--- src/rtl/tick_debounce.sv ---
// Tick-paced debouncer for one asynchronous level input.
// Define TICK_DEBOUNCE_LONG_EN to add the long-hold pulse counter.
module tick_debounce #(
  parameter int unsigned DB_TICKS = 16,
  parameter int unsigned CNT_W    = 8,
  parameter logic        RST_LVL  = 1'b1
`ifdef TICK_DEBOUNCE_LONG_EN
  ,
  parameter int unsigned LONG_TICKS = 2000,
  parameter int unsigned LONG_W     = 12
`endif
) (
  input  logic clk,
  input  logic reset_n,
  input  logic tick_en,
  input  logic din,
  output logic dout,
  output logic rise_p,
  output logic fall_p,
  output logic busy,
  output logic long_p
);

  typedef enum logic [1:0] {
    STABLE_LO,
    CHK_HI,
    STABLE_HI,
    CHK_LO
  } state_t;

  localparam state_t RST_ST = RST_LVL ? STABLE_HI : STABLE_LO;
  localparam logic [CNT_W-1:0] CNT_LAST = CNT_W'(DB_TICKS - 1);

  logic [1:0]       sync_q;
  logic             din_s;
  state_t           state_q;
  logic [CNT_W-1:0] cnt_q;
  logic             dout_q;
  logic             rise_q;
  logic             fall_q;
  logic             busy_q;
  logic             cnt_last;

  // Sync flops preload the idle level so release never fakes an edge
  always_ff @(posedge clk or negedge reset_n) begin
    if (!reset_n) begin
      sync_q <= {2{RST_LVL}};
    end else begin
      sync_q <= {sync_q[0], din};
    end
  end

  assign din_s    = sync_q[1];
  assign cnt_last = (cnt_q == CNT_LAST);

  always_ff @(posedge clk or negedge reset_n) begin
    if (!reset_n) begin
      state_q <= RST_ST;
      cnt_q   <= '0;
      dout_q  <= RST_LVL;
      rise_q  <= 1'b0;
      fall_q  <= 1'b0;
      busy_q  <= 1'b0;
    end else begin
      rise_q <= 1'b0;
      fall_q <= 1'b0;
      unique case (state_q)
        STABLE_LO: begin
          if (din_s) begin
            state_q <= CHK_HI;
            cnt_q   <= '0;
            busy_q  <= 1'b1;
          end
        end
        STABLE_HI: begin
          if (!din_s) begin
            state_q <= CHK_LO;
            cnt_q   <= '0;
            busy_q  <= 1'b1;
          end
        end
        CHK_HI: begin
          if (!din_s) begin
            state_q <= STABLE_LO;
            cnt_q   <= '0;
            busy_q  <= 1'b0;
          end else if (tick_en) begin
            if (cnt_last) begin
              state_q <= STABLE_HI;
              cnt_q   <= '0;
              dout_q  <= 1'b1;
              rise_q  <= 1'b1;
              busy_q  <= 1'b0;
            end else begin
              cnt_q <= cnt_q + 1'b1;
            end
          end
        end
        CHK_LO: begin
          if (din_s) begin
            state_q <= STABLE_HI;
            cnt_q   <= '0;
            busy_q  <= 1'b0;
          end else if (tick_en) begin
            if (cnt_last) begin
              state_q <= STABLE_LO;
              cnt_q   <= '0;
              dout_q  <= 1'b0;
              fall_q  <= 1'b1;
              busy_q  <= 1'b0;
            end else begin
              cnt_q <= cnt_q + 1'b1;
            end
          end
        end
        default: begin
          state_q <= RST_ST;
          cnt_q   <= '0;
          busy_q  <= 1'b0;
        end
      endcase
    end
  end

  assign dout   = dout_q;
  assign rise_p = rise_q;
  assign fall_p = fall_q;
  assign busy   = busy_q;

`ifdef TICK_DEBOUNCE_LONG_EN
  localparam logic [LONG_W-1:0] LONG_END = LONG_W'(LONG_TICKS);

  logic [LONG_W-1:0] lcnt_q;
  logic              long_q;

  // Saturation at LONG_END is what stops a repeat pulse
  always_ff @(posedge clk or negedge reset_n) begin
    if (!reset_n) begin
      lcnt_q <= '0;
      long_q <= 1'b0;
    end else begin
      long_q <= 1'b0;
      if (dout_q == RST_LVL) begin
        lcnt_q <= '0;
      end else if (tick_en && (lcnt_q != LONG_END)) begin
        lcnt_q <= lcnt_q + 1'b1;
        long_q <= (lcnt_q == LONG_END - 1'b1);
      end
    end
  end

  assign long_p = long_q;
`else
  assign long_p = 1'b0;
`endif

endmodule

--- config.mk ---
export PLATFORM = sky130hd
export DESIGN_NAME = tick_debounce
export DESIGN_NICKNAME = d
export VERILOG_FILES = /design/src/rtl/tick_debounce.sv
export SDC_FILE = /design/constraint.sdc
export NUM_CORES = 1
export LEC_CHECK = 0
export CAP_MARGIN = 5
export CORE_UTILIZATION = 51
export CTS_CLUSTER_DIAMETER = 80
export DETAILED_ROUTE_END_ITERATION = 8
export DONT_BUFFER_PORTS = 1
export PLACE_DENSITY = 0.68
export SYNTH_ARGS = -nofsm -noshare
export SYNTH_HDL_FRONTEND = slang
export SYNTH_SLANG_ARGS = --single-unit
--- constraint.sdc ---
create_clock -name clk -period 2.1 [get_ports clk]
set_input_delay 0.42 -clock clk [delete_from_list [all_inputs] [get_ports clk]]
set_output_delay 0.42 -clock clk [all_outputs]
set_load 0.03 [all_outputs]
======== After elaboration in Yosys (flattened, before gate mapping) ========
Cells that the tools add are included.
storage, ports and cells
  word-level logic and storage cells ...... 65
  register bits after elaboration ......... 16
  output and inout bits ................... 5
  bits of input ports ..................... 4
cells by class
  mux-type cells .......................... 36
  reductions and logical operators ........ 5
  add/sub/neg operators ................... 1
  equal/unequal tests ..................... 16
operators with widths
  operator                                                         count
  8-bit 2-to-1 mux                                                 6
  8-bit case mux with 4 select lines                               1
  1-bit 2-to-1 mux                                                 18
  2-bit 2-to-1 mux                                                 8
  2-bit != test, second input constant                             8
  3-bit != test, second input constant                             4
  8-bit by 1-bit adder with 8-bit output, second input constant    1
  8-bit by 4-bit == test with 1-bit output, second input constant  1
  2-bit case mux with 4 select lines                               1
  7-bit AND reduction                                              1
  6-bit AND reduction                                              1
  2-bit == test, second input constant                             2
  1-bit case mux with 4 select lines                               1
  2-bit by 1-bit == test with 1-bit output, second input constant  1
  2-bit logical NOT                                                1
  1-bit case mux with 2 select lines                               1
  2-bit AND reduction                                              1
  2-bit nonzero test                                               1

======== Longest topological paths before layout ========
  word-level depth ........................ 5
  mapped depth ............................ 5
  depth with buffers taken out ............ 5

======== Least setup slack after synthesis ========
No wires, ideal clock.
  kind .................................... reg-to-reg
  from .................................... reg cnt_q[0]
  to ...................................... reg cnt_q[5]
  data required time ...................... 2032 ps
  path buffers ............................ 0
  cell stages (with the launch flop) ...... 6
  library setup time ...................... 68 ps
  clock period less this slack ............ 1633 ps
  arrival ................................. 1565 ps
  setup slack ............................. 467 ps
  path through ............................ dfrtp_1 -> ha_1 -> and4_1 -> and2_1 -> or4_1 -> nand3_1
between the ends
  word-level cells in the longest chain between the ends .. 5
  elaborated cells between the ends (all ways) .. 7
  those cells by class .................... add/sub: 1; eq/ne: 1; mux: 5
ends and longest elaborated chain
  element                                                                                             line         source
  start, declared                                                                                     37           logic [CNT_W-1:0] cnt_q;
  start signal, assigned                                                                              95           cnt_q <= cnt_q + 1'b1;
  start signal, assigned                                                                              112          cnt_q <= cnt_q + 1'b1;
  8-bit by 1-bit adder with 8-bit output or 8-bit by 4-bit == test with 1-bit output (tied branches)  95, 112, 54
  8-bit 2-to-1 mux (*)                                                                                88, 105
  8-bit 2-to-1 mux (*)                                                                                104          end else if (tick_en) begin
  8-bit 2-to-1 mux (on tied branches)                                                                 100, 83
  8-bit case mux with 4 select lines (*)                                                              67           unique case (state_q)
Mark *: on every way between the ends. The rest lies on a longest branch, timed or not.
A chain may end at the register's enable or synchronous reset.

======== Worst setup path after layout ========
Same ends and word-level chain as after synthesis.

==> metrics <==
remaining design rule violation count 0; area growth from synthesis to layout 6.829%; post-placement worst setup slack 0.3760 ns; cell with the most instances after synthesis sky130_fd_sc_hd__dfrtp_1; RSZ-0062 raised after global routing no; largest cells by area after synthesis sky130_fd_sc_hd__dfrtp_1 (39%), sky130_fd_sc_hd__dfstp_2 (14%), sky130_fd_sc_hd__nand3_1 (4.6%), sky130_fd_sc_hd__nand2_1 (2.9%), sky130_fd_sc_hd__nor2_1 (2.9%); placer congestion estimate 0.8441; largest area contributor in the synthesized netlist sky130_fd_sc_hd__dfrtp_1; Leakage 0.3688 nW; TritonCTS buffer count 3; Detail Route Antenna Nets 0; number of DRC markers in iteration 0 6; final worst hold slack 0.1185 ns; CTS tree yes; Hold WC Path Type primary input to register; synthesized netlist cell count 73; Routed WL per cell 14.74 um; Avg Vias per Cell 5.989; wire length of the first global-routing pass 2.194 mm; Worst-Skew Late Latency 0.30 ns; most frequent cells after synthesis sky130_fd_sc_hd__dfrtp_1 (12), sky130_fd_sc_hd__nand3_1 (7), sky130_fd_sc_hd__nand2_1 (6), sky130_fd_sc_hd__nor2_1 (6); post-synthesis async set-or-reset flop share 1.000; Peak Freq 572.9 MHz; share of final-layout standard cells stronger than drive strength 1 0.1579; antenna violations before repair 0; Slew Viols, Final 0; total number of vias 545; startpoint class of the critical path register; Avg Synthesized Cell Area 10.54 sq um; Worst Path Class, Setup register to register; maximum single-stage delay on the critical path 0.50 ns; vertical extent of the die 40.85 um; initial cell density of the core 0.5700; vias in the first global route 492; Worst EP arrival 1.99 ns; number of cell rows 13; flop and latch count out of synthesis 16; sequential fraction of the synthesis area 0.5268; share of the clock period used by the worst path after layout 0.8313; most used flip-flop cell after synthesis sky130_fd_sc_hd__dfrtp_1; number of synthesized flops with an enable pin 0; number of failing hold endpoints at the final stage 0; count of antenna diodes in the layout 0; crit path time final 1.746 ns; DRT Pass-1 Iters 4; run status finished clean; critical path capture point type register; placed standard-cell area 775.7 sq um; worst slew slack as a fraction of its limit 0.5245; mapped cell area 769.5 sq um; required time of the critical path 2.34 ns; Setup TNS Final 0 ns; CP Max Fanout 5; IR Drop Worst-Case VDD 0.3465 mV; fin worst setup slack 0.3543 ns; final routed wirelength across all metal layers 1.341 mm; Core Util, Final 0.6089; area share of the largest cell type after synthesis 0.3902; number of warning messages in the yosys log 0; count of pins on the block boundary 9; DP HPWL 937.2 um; total power 572.5 uW; gr ovfl total 0; ordered list of cells on the worst path ha_1 -> and4_1 -> and2_1 -> or4_1 -> nand3_1; Die Wd 40.85 um; placeable core area 1350 sq um; buffer type at the clock tree root sky130_fd_sc_hd__clkbuf_4; Power Dens Cells 696.4 nW/um^2; Slew @ Worst Pin 0.7109 ns; final instance area 822.0 sq um; placed cells 86; Max Cap Viol 0; count of non-filler cells in the finished layout 91; count of input and output buffers 0; Yosys cell types 34; nets in the synthesized netlist 78; post-cts gate resize count 0; number of clock sinks 16; Longest Clk Path Bufs 2; Setup-failing EPs final 0; overall track demand over capacity in global routing 0.2101; worst-case clock skew 0.009686 ns; maximum level of the CTS H-tree 1; clock-pin slew on the worst setup and hold paths 0.10 ns; pin count of the biggest net entering global routing 17; number of nets in the finished design 82; master of the slowest instance on the critical path sky130_fd_sc_hd__or4_1; number of setup buffers added after CTS 0; total die area 1668 sq um
==> sequential cells by signal, summed over array words and instances, names as in the netlist, named ones only <==
name / flops
cnt_q: 8
sync_q: 2
busy: 1
dout: 1
fall_p: 1
rise_p: 1
state_q: 1
==> final cells by class <==
class | instances | area (sq um)
Fill cell | 117 | 528.0
Sequential cell | 16 | 405.4
Multi-Input combinational cell | 54 | 347.8
Clock buffer | 4 | 36.28
Tap cell | 15 | 18.77
Timing Repair Buffer | 1 | 10.01
Inverter | 1 | 3.754
==> worst max-delay path, delay by kind of cell, from the launching register on <==
family	cells	cell delay, ns
adders and majority gates	1	0.25
and+or+nand+nor	4	1.00
DFF	1	0.43
==> cells by family (layout without fill, tap and decap cells) <==
group | after synthesis | after routing | synth area share
AO/OA/AOI/OAI | 15 | 15 | 0.1382
adder cells (fa/ha/maj) | 1 | 1 | 0.01626
XOR/XNOR | 4 | 4 | 0.05530
multiplexers | 1 | 1 | 0.01301
buffers and inverters | 3 | 6 | 0.02113
flip-flops | 16 | 16 | 0.5268
AND/OR/NAND/NOR | 32 | 32 | 0.2244
other | 1 | 1 | 0.004873
==> where the power goes <==
part | total [mW] | switching, mW | internal, mW | leakage [nW]
Combinational | 0.0349 | 0.0227 | 0.0123 | 0.144
Sequential | 0.330 | 0.0130 | 0.317 | 0.204
Clock | 0.208 | 0.102 | 0.106 | 0.0210
Total | 0.572 | 0.138 | 0.435 | 0.369
==> per-layer routing <==
layer	wire, um	GRT usage	vias up
met3	74	0.07065	3
met5	0	0	-
li1	-	-	268
met2	580	0.3047	16
met1	665	0.2892	258
met4	20	0.07500	0
==> cell usage in the layout (no fill, tap or decap), drive strengths merged, types with 2 or more instances in the layout <==
cell,n
o21ai,4
nor2,6
clkbuf,4
and4,2
a32o,2
a21oi,2
nor3b,2
nand3,7
and2,2
or4,2
xor2,3
nand2,7
dfstp,4
dfrtp,12
==> final timing paths <==
path | cells past startpoint | endpoint | start | slack [ns]
max | 5 | cnt_q[5]$_DFFE_PN0P_ | cnt_q[0]$_DFFE_PN0P_ | 0.35
min | 0 | sync_q[0]$_DFF_PN1_ | din | 0.12
max reg2reg | 5 | cnt_q[5]$_DFFE_PN0P_ | cnt_q[0]$_DFFE_PN0P_ | 0.35
min reg2reg | 0 | sync_q[1]$_DFF_PN1_ | sync_q[0]$_DFF_PN1_ | 0.36
max in group asynchronous | 1 | state_q[0]$_DFFE_PN0P_ | reset_n | 1.04
min in group asynchronous | 1 | cnt_q[5]$_DFFE_PN0P_ | reset_n | 0.60
==> what timing repair did <==
item                                    4_1_cts  5_1_grt
hold endpoints to repair                     16        0
hold buffers                                  1        0
endpoints found under the setup margin        0        0
(Power assumes the default switching activity.)
